[src/rtl/mem_port_arbiter_pkg.sv]
// rtl/mem_port_arbiter_pkg.sv - shared states, requester ids and defaults for the memory port arbiter
package mem_port_arbiter_pkg;

    typedef enum logic [2:0] {
        ST_IDLE    = 3'd0,
        ST_ACCESS  = 3'd1,
        ST_WAIT    = 3'd2,
        ST_CAPTURE = 3'd3,
        ST_DONE    = 3'd4
    } state_t;

    localparam logic ID_CORE = 1'b0;
    localparam logic ID_LDR  = 1'b1;

    localparam int DEFAULT_MEM_LATENCY = 1;
    // Wide enough for a load value of 15 (latency 16) without wrapping.
    localparam int CNT_W = 5;

endpackage

[src/rtl/mem_port_arbiter_rr_pick2.sv]
// rtl/mem_port_arbiter_rr_pick2.sv - combinational two-way round-robin picker
module rr_pick2
    import mem_port_arbiter_pkg::*;
(
    input  logic [1:0] req,
    input  logic       last,
    output logic       valid,
    output logic       winner
);

    always_comb begin
        valid  = |req;
        winner = ID_CORE;
        // On a tie the requester that did not win last time goes next.
        if (req == 2'b11) begin
            winner = ~last;
        end else if (req[1]) begin
            winner = ID_LDR;
        end
    end

endmodule

[src/rtl/mem_port_arbiter.sv]
// rtl/mem_port_arbiter.sv - shares one memory port between core and loader with fixed-latency sequencing
module mem_port_arbiter
    import mem_port_arbiter_pkg::*;
#(
    parameter int ADDR_W      = 32,
    parameter int DATA_W      = 32,
    parameter int MEM_LATENCY = DEFAULT_MEM_LATENCY
) (
    input  logic              clk,
    input  logic              rst,
    input  logic              core_req,
    input  logic              core_we,
    input  logic [ADDR_W-1:0] core_addr,
    input  logic [DATA_W-1:0] core_wdata,
    output logic              core_gnt,
    output logic              core_done,
    output logic [DATA_W-1:0] core_rdata,
    input  logic              ldr_req,
    input  logic              ldr_we,
    input  logic [ADDR_W-1:0] ldr_addr,
    input  logic [DATA_W-1:0] ldr_wdata,
    output logic              ldr_gnt,
    output logic              ldr_done,
    output logic [DATA_W-1:0] ldr_rdata,
    output logic              busy,
    output logic              mem_en,
    output logic              mem_we,
    output logic [ADDR_W-1:0] mem_addr,
    output logic [DATA_W-1:0] mem_wdata,
    input  logic [DATA_W-1:0] mem_rdata
);

    state_t              state_q, state_d;
    logic                last_q, last_d;
    logic                owner_q, owner_d;
    logic                we_q, we_d;
    logic [ADDR_W-1:0]   mem_addr_q, mem_addr_d;
    logic [DATA_W-1:0]   mem_wdata_q, mem_wdata_d;
    logic [CNT_W-1:0]    cnt_q, cnt_d;
    logic [DATA_W-1:0]   core_rdata_q, core_rdata_d;
    logic [DATA_W-1:0]   ldr_rdata_q, ldr_rdata_d;
    logic                pick_valid;
    logic                pick_winner;

    rr_pick2 u_pick (
        .req    ({ldr_req, core_req}),
        .last   (last_q),
        .valid  (pick_valid),
        .winner (pick_winner)
    );

    always_comb begin
        state_d      = state_q;
        last_d       = last_q;
        owner_d      = owner_q;
        we_d         = we_q;
        mem_addr_d   = mem_addr_q;
        mem_wdata_d  = mem_wdata_q;
        cnt_d        = cnt_q;
        core_rdata_d = core_rdata_q;
        ldr_rdata_d  = ldr_rdata_q;
        case (state_q)
            ST_IDLE: begin
                if (pick_valid) begin
                    owner_d     = pick_winner;
                    last_d      = pick_winner;
                    we_d        = (pick_winner == ID_LDR) ? ldr_we    : core_we;
                    mem_addr_d  = (pick_winner == ID_LDR) ? ldr_addr  : core_addr;
                    mem_wdata_d = (pick_winner == ID_LDR) ? ldr_wdata : core_wdata;
                    state_d     = ST_ACCESS;
                end
            end
            ST_ACCESS: begin
                cnt_d   = CNT_W'(MEM_LATENCY - 1);
                state_d = (MEM_LATENCY == 1) ? ST_CAPTURE : ST_WAIT;
            end
            ST_WAIT: begin
                // Leaving on a count of 1 gives exactly MEM_LATENCY-1 wait cycles.
                cnt_d = cnt_q - CNT_W'(1);
                if (cnt_q == CNT_W'(1)) begin
                    state_d = ST_CAPTURE;
                end
            end
            ST_CAPTURE: begin
                if (!we_q) begin
                    if (owner_q == ID_LDR) begin
                        ldr_rdata_d = mem_rdata;
                    end else begin
                        core_rdata_d = mem_rdata;
                    end
                end
                state_d = ST_DONE;
            end
            ST_DONE: begin
                state_d = ST_IDLE;
            end
            default: begin
                state_d = ST_IDLE;
            end
        endcase
    end

    always_ff @(posedge clk or posedge rst) begin
        if (rst) begin
            state_q      <= ST_IDLE;
            last_q       <= ID_LDR;
            owner_q      <= ID_CORE;
            we_q         <= 1'b0;
            mem_addr_q   <= '0;
            mem_wdata_q  <= '0;
            cnt_q        <= '0;
            core_rdata_q <= '0;
            ldr_rdata_q  <= '0;
        end else begin
            state_q      <= state_d;
            last_q       <= last_d;
            owner_q      <= owner_d;
            we_q         <= we_d;
            mem_addr_q   <= mem_addr_d;
            mem_wdata_q  <= mem_wdata_d;
            cnt_q        <= cnt_d;
            core_rdata_q <= core_rdata_d;
            ldr_rdata_q  <= ldr_rdata_d;
        end
    end

    // Outputs decode directly from state so an async reset clears them at once.
    assign busy       = (state_q != ST_IDLE);
    assign mem_en     = (state_q == ST_ACCESS);
    assign mem_we     = mem_en & we_q;
    assign mem_addr   = mem_addr_q;
    assign mem_wdata  = mem_wdata_q;
    assign core_gnt   = busy & (owner_q == ID_CORE);
    assign ldr_gnt    = busy & (owner_q == ID_LDR);
    assign core_done  = (state_q == ST_DONE) & (owner_q == ID_CORE);
    assign ldr_done   = (state_q == ST_DONE) & (owner_q == ID_LDR);
    assign core_rdata = core_rdata_q;
    assign ldr_rdata  = ldr_rdata_q;

endmodule

[config.mk]
export PLATFORM = sky130hd
export DESIGN_NAME = mem_port_arbiter
export DESIGN_NICKNAME = d
export VERILOG_FILES = /design/src/rtl/mem_port_arbiter_pkg.sv /design/src/rtl/mem_port_arbiter_rr_pick2.sv /design/src/rtl/mem_port_arbiter.sv
export SDC_FILE = /design/constraint.sdc
export NUM_CORES = 1
export LEC_CHECK = 0
export BUFFER_PORTS_ARGS = -buffer_cell sky130_fd_sc_hd__buf_4
export CORE_ASPECT_RATIO = 0.7
export CORE_UTILIZATION = 49
export DETAILED_ROUTE_END_ITERATION = 10
export PLACE_DENSITY = 0.89
export SLEW_MARGIN = 40
export SYNTH_ARGS = -nofsm -noshare
export SYNTH_HDL_FRONTEND = slang
export SYNTH_SLANG_ARGS = --single-unit
[constraint.sdc]
create_clock -name clk -period 11.6 [get_ports clk]
set_input_delay 2.9 -clock clk [delete_from_list [all_inputs] [get_ports clk]]
set_output_delay 2.9 -clock clk [all_outputs]
set_load 0.02 [all_outputs]
# After elaboration in Yosys (flattened, before gate mapping)
# Index checks and enable logic that the tools add are counted.
[classes]
bitwise = 8
reduce_logical = 8
n_eq_ne = 8
add_sub_neg = 1
mux = 9
[ops]
columns = ["op", "n"]
rows = [
  ["32-bit 2-to-1 mux", 2],
  ["3-bit one-hot mux with 4 select lines", 1],
  ["5-bit one-hot mux with 2 select lines", 1],
  ["3-bit by 2-bit equality test with 1-bit output, second input constant", 2],
  ["3-bit 2-to-1 mux", 2],
  ["3-bit AND reduction", 2],
  ["1-bit AND", 5],
  ["5-bit by 1-bit equality test with 1-bit output, second input constant", 1],
  ["5-bit by 1-bit subtractor with 5-bit output, second input constant", 1],
  ["2-bit inequality test, second input constant", 2],
  ["2-bit AND reduction", 2],
  ["3-bit by 1-bit equality test with 1-bit output, second input constant", 1],
  ["3-bit equality test, second input constant", 1],
  ["3-bit logical NOT", 1],
  ["1-bit 2-to-1 mux", 3],
  ["1-bit inverter", 3],
  ["3-bit nonzero test", 1],
  ["2-bit equality test, second input constant", 1],
  ["2-bit nonzero test", 1],
  ["2-bit OR reduction", 1],
]
[word_totals]
word_cells = 43
inputBits = 166
regBits = 139

# Depth between registers and ports, before layout
[logic_depth]
ltp_word = 3
ltp_mapped = 6
ltp_nobuf = 5

# Hierarchy
# From an unflattened synthesis, not the netlist that was laid out.
[hier_totals]
cells_unflattened = 474
area_unflattened_um2 = 5916.9
[modules_own_cells]
columns = ["mod", "seq_area_each_um2", "cells_each", "n_inst", "area_each_um2"]
rows = [
  ["mem_port_arbiter", 3479.6, 472, 1, 5903.2],
  ["rr_pick2", 0.0, 2, 1, 13.8],
]

# Least setup slack after synthesis
# OpenSTA, ideal clock, no wires.
[synth_path]
path_type = "flip-flop to output port"
from = "register state_q[1]"
to = "output port mem_we"
path_slack_ns = 7.176
t_arrival_ns = 1.524
path_stages_with_launch = 6
path_buffers = 2
cell_sequence = "dfrtp_1 buf_2 or3b_2 clkbuf_1 inv_1 and2_1"
[synth_between]
elab_chain_cells = 2
[synth_lines]
columns = ["element", "line_no", "source"]
rows = [
  ["start, declared", "mem_port_arbiter.sv:33", "state_t state_q, state_d;"],
  ["start signal, assigned", "mem_port_arbiter.sv:115", "state_q <= state_d;"],
  ["3-bit by 1-bit equality test with 1-bit output", "mem_port_arbiter.sv:129", "assign mem_en = (state_q == ST_ACCESS);"],
  ["via mem_en", "mem_port_arbiter.sv:26", "output logic mem_en,"],
  ["1-bit AND", "mem_port_arbiter.sv:130", "assign mem_we = mem_en & we_q;"],
  ["end, declared", "mem_port_arbiter.sv:27", "output logic mem_we,"],
]
# The timed path passes the listed nets, and every way through them passes these cells.

# Worst setup path in the final report
[layout_path]
from = "register state_q[1]"
to = "output port core_gnt"
[layout_between]
elab_chain_cells = 2
[layout_lines]
columns = ["element", "line_no", "source"]
rows = [
  ["3-bit nonzero test", "mem_port_arbiter.sv:128", "assign busy = (state_q != ST_IDLE);"],
  ["1-bit AND", "mem_port_arbiter.sv:133", "assign core_gnt = busy & (owner_q == ID_CORE);"],
  ["end, declared", "mem_port_arbiter.sv:15", "output logic core_gnt,"],
]
# No other way between the ends.

==> flow_metrics.env <==
export IMPL_die_y_um=93.8
export IMPL_crit_path_max_fanout=71
export IMPL_route_vias_total=4875
export IMPL_start_kind="flip-flop"
export IMPL_ctsResizeCount=0
export IMPL_post_cts_buffers=0
export IMPL_first_global_vias=4916
export IMPL_ys_ff_latch=139
export IMPL_design_die_area_um2=12500
export IMPL_synth_warnings=0
export IMPL_fin_crit_sh_pct=42.6
export IMPL_setup_tns_ns=0
export IMPL_antenna_found_initial=0
export IMPL_globalplace_congestion=0.833
export IMPL_clock_sinks=139
export IMPL_path_clk_slew_ns=0.06
export IMPL_detail_route_antenna_nets=0
export IMPL_combPwrFrac_pct=48.0
export IMPL_fp_coreArea_um2=11700
export IMPL_finClkSkew_ns=0.00818
export IMPL_die_w_um=133
export IMPL_critical_path_class="reg2out"
export IMPL_area_delta_synth_final_pct=49.8
export IMPL_final_setup_viol_count=0
export IMPL_dp_hpwl_um=11800
export IMPL_power_density_nw_per_um2=314
export IMPL_cts_tree="built"
export IMPL_ir_drop_mv=0.192
export IMPL_sequentialPowerShare_pct=32.4
export IMPL_grt_pass1_wl_um=26000
export IMPL_drt_initial_drc_count=234
export IMPL_worst_pin_slew_ns=0.756
export IMPL_drv_cap=0
export IMPL_num_antenna_cells=0
export IMPL_drive_above_1_share_pct=55.4
export IMPL_clk_latency_ns=0.41
export IMPL_slew_headroom_pct=49.6
export IMPL_min_period_ns=4.94
export IMPL_p_leak_uw=0.00422
export IMPL_slew_viol_final=0
export IMPL_synth_cells=414
export IMPL_synth_edf_count=0
export IMPL_grt_util_all_layers_pct=27.2
export IMPL_ioPinCount=301
export IMPL_power_total_uw=2770
export IMPL_rsz0062_at_grt="no"
export IMPL_cts_root_buffer="clkbuf_16"
export IMPL_syn_num_nets=582
export IMPL_clkPwrFrac_pct=19.6
export IMPL_async_reset_ff_share_pct=100
export IMPL_nets=870
export IMPL_end_kind="output pin"
export IMPL_synth_main_ff_cell="dfrtp_1"
export IMPL_row_count=33
export IMPL_first_pass_iters=4
export IMPL_p_sw_uw=1070
export IMPL_start_util_pct=50.3
export IMPL_hold_viol=0
export IMPL_fmax_mhz=202
export IMPL_yosysSeqAreaShare_pct=59.0
export IMPL_syn_area_um2=5890
export IMPL_wire_per_inst_um=19.7
export IMPL_min_path_type="reg2reg"
export IMPL_avgSynthCellArea_um2=14.2
export IMPL_status="finished clean"
export IMPL_required_ns=8.70
export IMPL_grt_max_degree=76
export IMPL_drcViolationCount=0
export IMPL_cts_htree_levels=4
export IMPL_arrival_ns=2.04
export IMPL_fill_cells=729
export IMPL_cts_buffers=17
export IMPL_p_sw_share_pct=38.5
export IMPL_port_buffers=300
export IMPL_ys_types=36
export IMPL_internal_power_uw=1700
export IMPL_hold_buffers=0
export IMPL_clockBufferDepth=2
export IMPL_routed_wl_um=17200
export IMPL_overflow=0
export IMPL_viasPerCell=5.59
==> sequential cells by signal, indices dropped and copies added, names as in the netlist <==
register,count
core_rdata,32
cnt_q,5
last_q,1
owner_q,1
mem_addr,32
state_q,3
mem_wdata,32
we_q,1
ldr_rdata,32
==> layer usage <==
metal  vias to the layer above  track usage [%]  share of wire (%)
met5                         -                0                  0
met4                         0             9.48                2.1
met3                        29             7.34                6.8
met2                       212             46.0                 51
met1                      2452             33.9                 40
li1                       2182                -                  -
==> kinds of logic after synthesis <==
| family | after synthesis | share of synthesized area, % |
|---|---|---|
| buffers and inverters | 43 | 3.27 |
| AOI/OAI and AO/OA | 140 | 21.9 |
| DFF | 139 | 59.0 |
| and+or+nand+nor | 25 | 2.95 |
| adders and majority gates | 2 | 0.425 |
| muxes | 65 | 12.4 |
==> worst paths after layout <==
path	start	endpoint	slack, ns	cells after the start
min in group asynchronous	rst	ldr_rdata[15]$_DFFE_PP0P_	2.56	2
setup / recovery	state_q[1]$_DFFE_PP0P_	core_gnt	6.66	4
setup reg to reg	state_q[1]$_DFFE_PP0P_	mem_wdata[2]$_DFFE_PP0P_	9.22	5
hold reg to reg	core_rdata[26]$_DFFE_PP0P_	core_rdata[26]$_DFFE_PP0P_	0.49	1
max in group asynchronous	rst	mem_addr[22]$_DFFE_PP0P_	7.94	3
hold / removal	core_rdata[26]$_DFFE_PP0P_	core_rdata[26]$_DFFE_PP0P_	0.49	1
==> placed cells by master (no fill, tap or decap), drive strengths merged <==
cell	netlist	layout
dfrtp	138	138
nand2	5	5
a21oi	1	1
nor4bb	1	1
a21boi	1	1
nor2b	2	2
and4bb	1	1
clkinv	0	3
nor4	2	2
or3b	2	2
nor2	1	1
ha	2	2
mux2	64	64
nand3b	1	1
clkinvlp	0	3
dfstp	1	1
o22ai	1	1
nand3	3	3
clkbuf	19	18
a21o	65	65
o221a	65	65
buf	19	307
o21ai	2	2
inv	5	11
or2	1	1
o41ai	1	1
a22o	2	2
mux2i	1	1
nor3	1	1
o311ai	1	1
o21bai	1	1
bufinv	0	2
and3b	1	1
nor4b	1	1
nand4bb	1	1
and2	2	2
==> cell usage after synthesis, types with 2 or more instances <==
master,instances,share of area [%]
and2_1,2,0.21
buf_4,3,0.38
inv_1,5,0.32
buf_2,16,1.4
mux2_1,30,5.7
o221a_1,50,9.6
dfrtp_1,138,59
or3b_2,2,0.30
ha_1,2,0.42
o21ai_0,2,0.17
a22o_1,2,0.30
o221a_2,15,2.9
nand2_1,5,0.32
nor2b_1,2,0.21
nor4_1,2,0.21
a21o_1,65,8.3
mux2_2,34,6.5
clkbuf_1,19,1.2
nand3_1,3,0.25
==> critical path, cell delays in order (launching register included) <==
cell,delay [ns]
dfrtp_1,0.49
nor3_4,0.24
buf_4,0.60
nor2_1,0.11
buf_4,0.19
==> per-stage QoR <==
| step | utilization [%] | worst slack (ns) | hold slack (ns) | std cells | instance area, µm² |
|---|---|---|---|---|---|
| 2_1_floorplan | - | 4.98 | 0.448 | 414 | 5890 |
| 6_report | 75.3 | 6.66 | 0.491 | 872 | 8830 |
| 5_1_grt | 75.3 | 6.57 | 0.513 | 872 | 8830 |
| 3_3_place_gp | 70.2 | 7.16 | 0.469 | 840 | 8230 |
| 3_5_place_dp | 70.2 | 7.10 | 0.476 | 840 | 8230 |
| 4_1_cts | 75.3 | 6.65 | 0.494 | 872 | 8830 |
==> power by group through the flow <==
stage | clock network [µW] | registers (µW) | logic, µW
6_report | 542 | 898 | 1330
5_1_grt | 572 | 925 | 1400
4_1_cts | 550 | 894 | 1330
3_5_place_dp | 0 | 894 | 1330
3_3_place_gp | 0 | 872 | 1290
2_1_floorplan | 0 | 1130 | 519
==> layout make-up <==
cell class / count / area [µm²] / area share [%]
Sequential cell: 139 / 3480 / 39.4
Timing Repair Buffer: 307 / 2310 / 26.1
Multi-Input combinational cell: 232 / 2230 / 25.2
Clock buffer: 18 / 439 / 4.97
Tap cell: 157 / 196 / 2.22
Clock inverter: 14 / 156 / 1.77
Inverter: 5 / 23.8 / 0.269
Power figures use the tool's default switching activity.
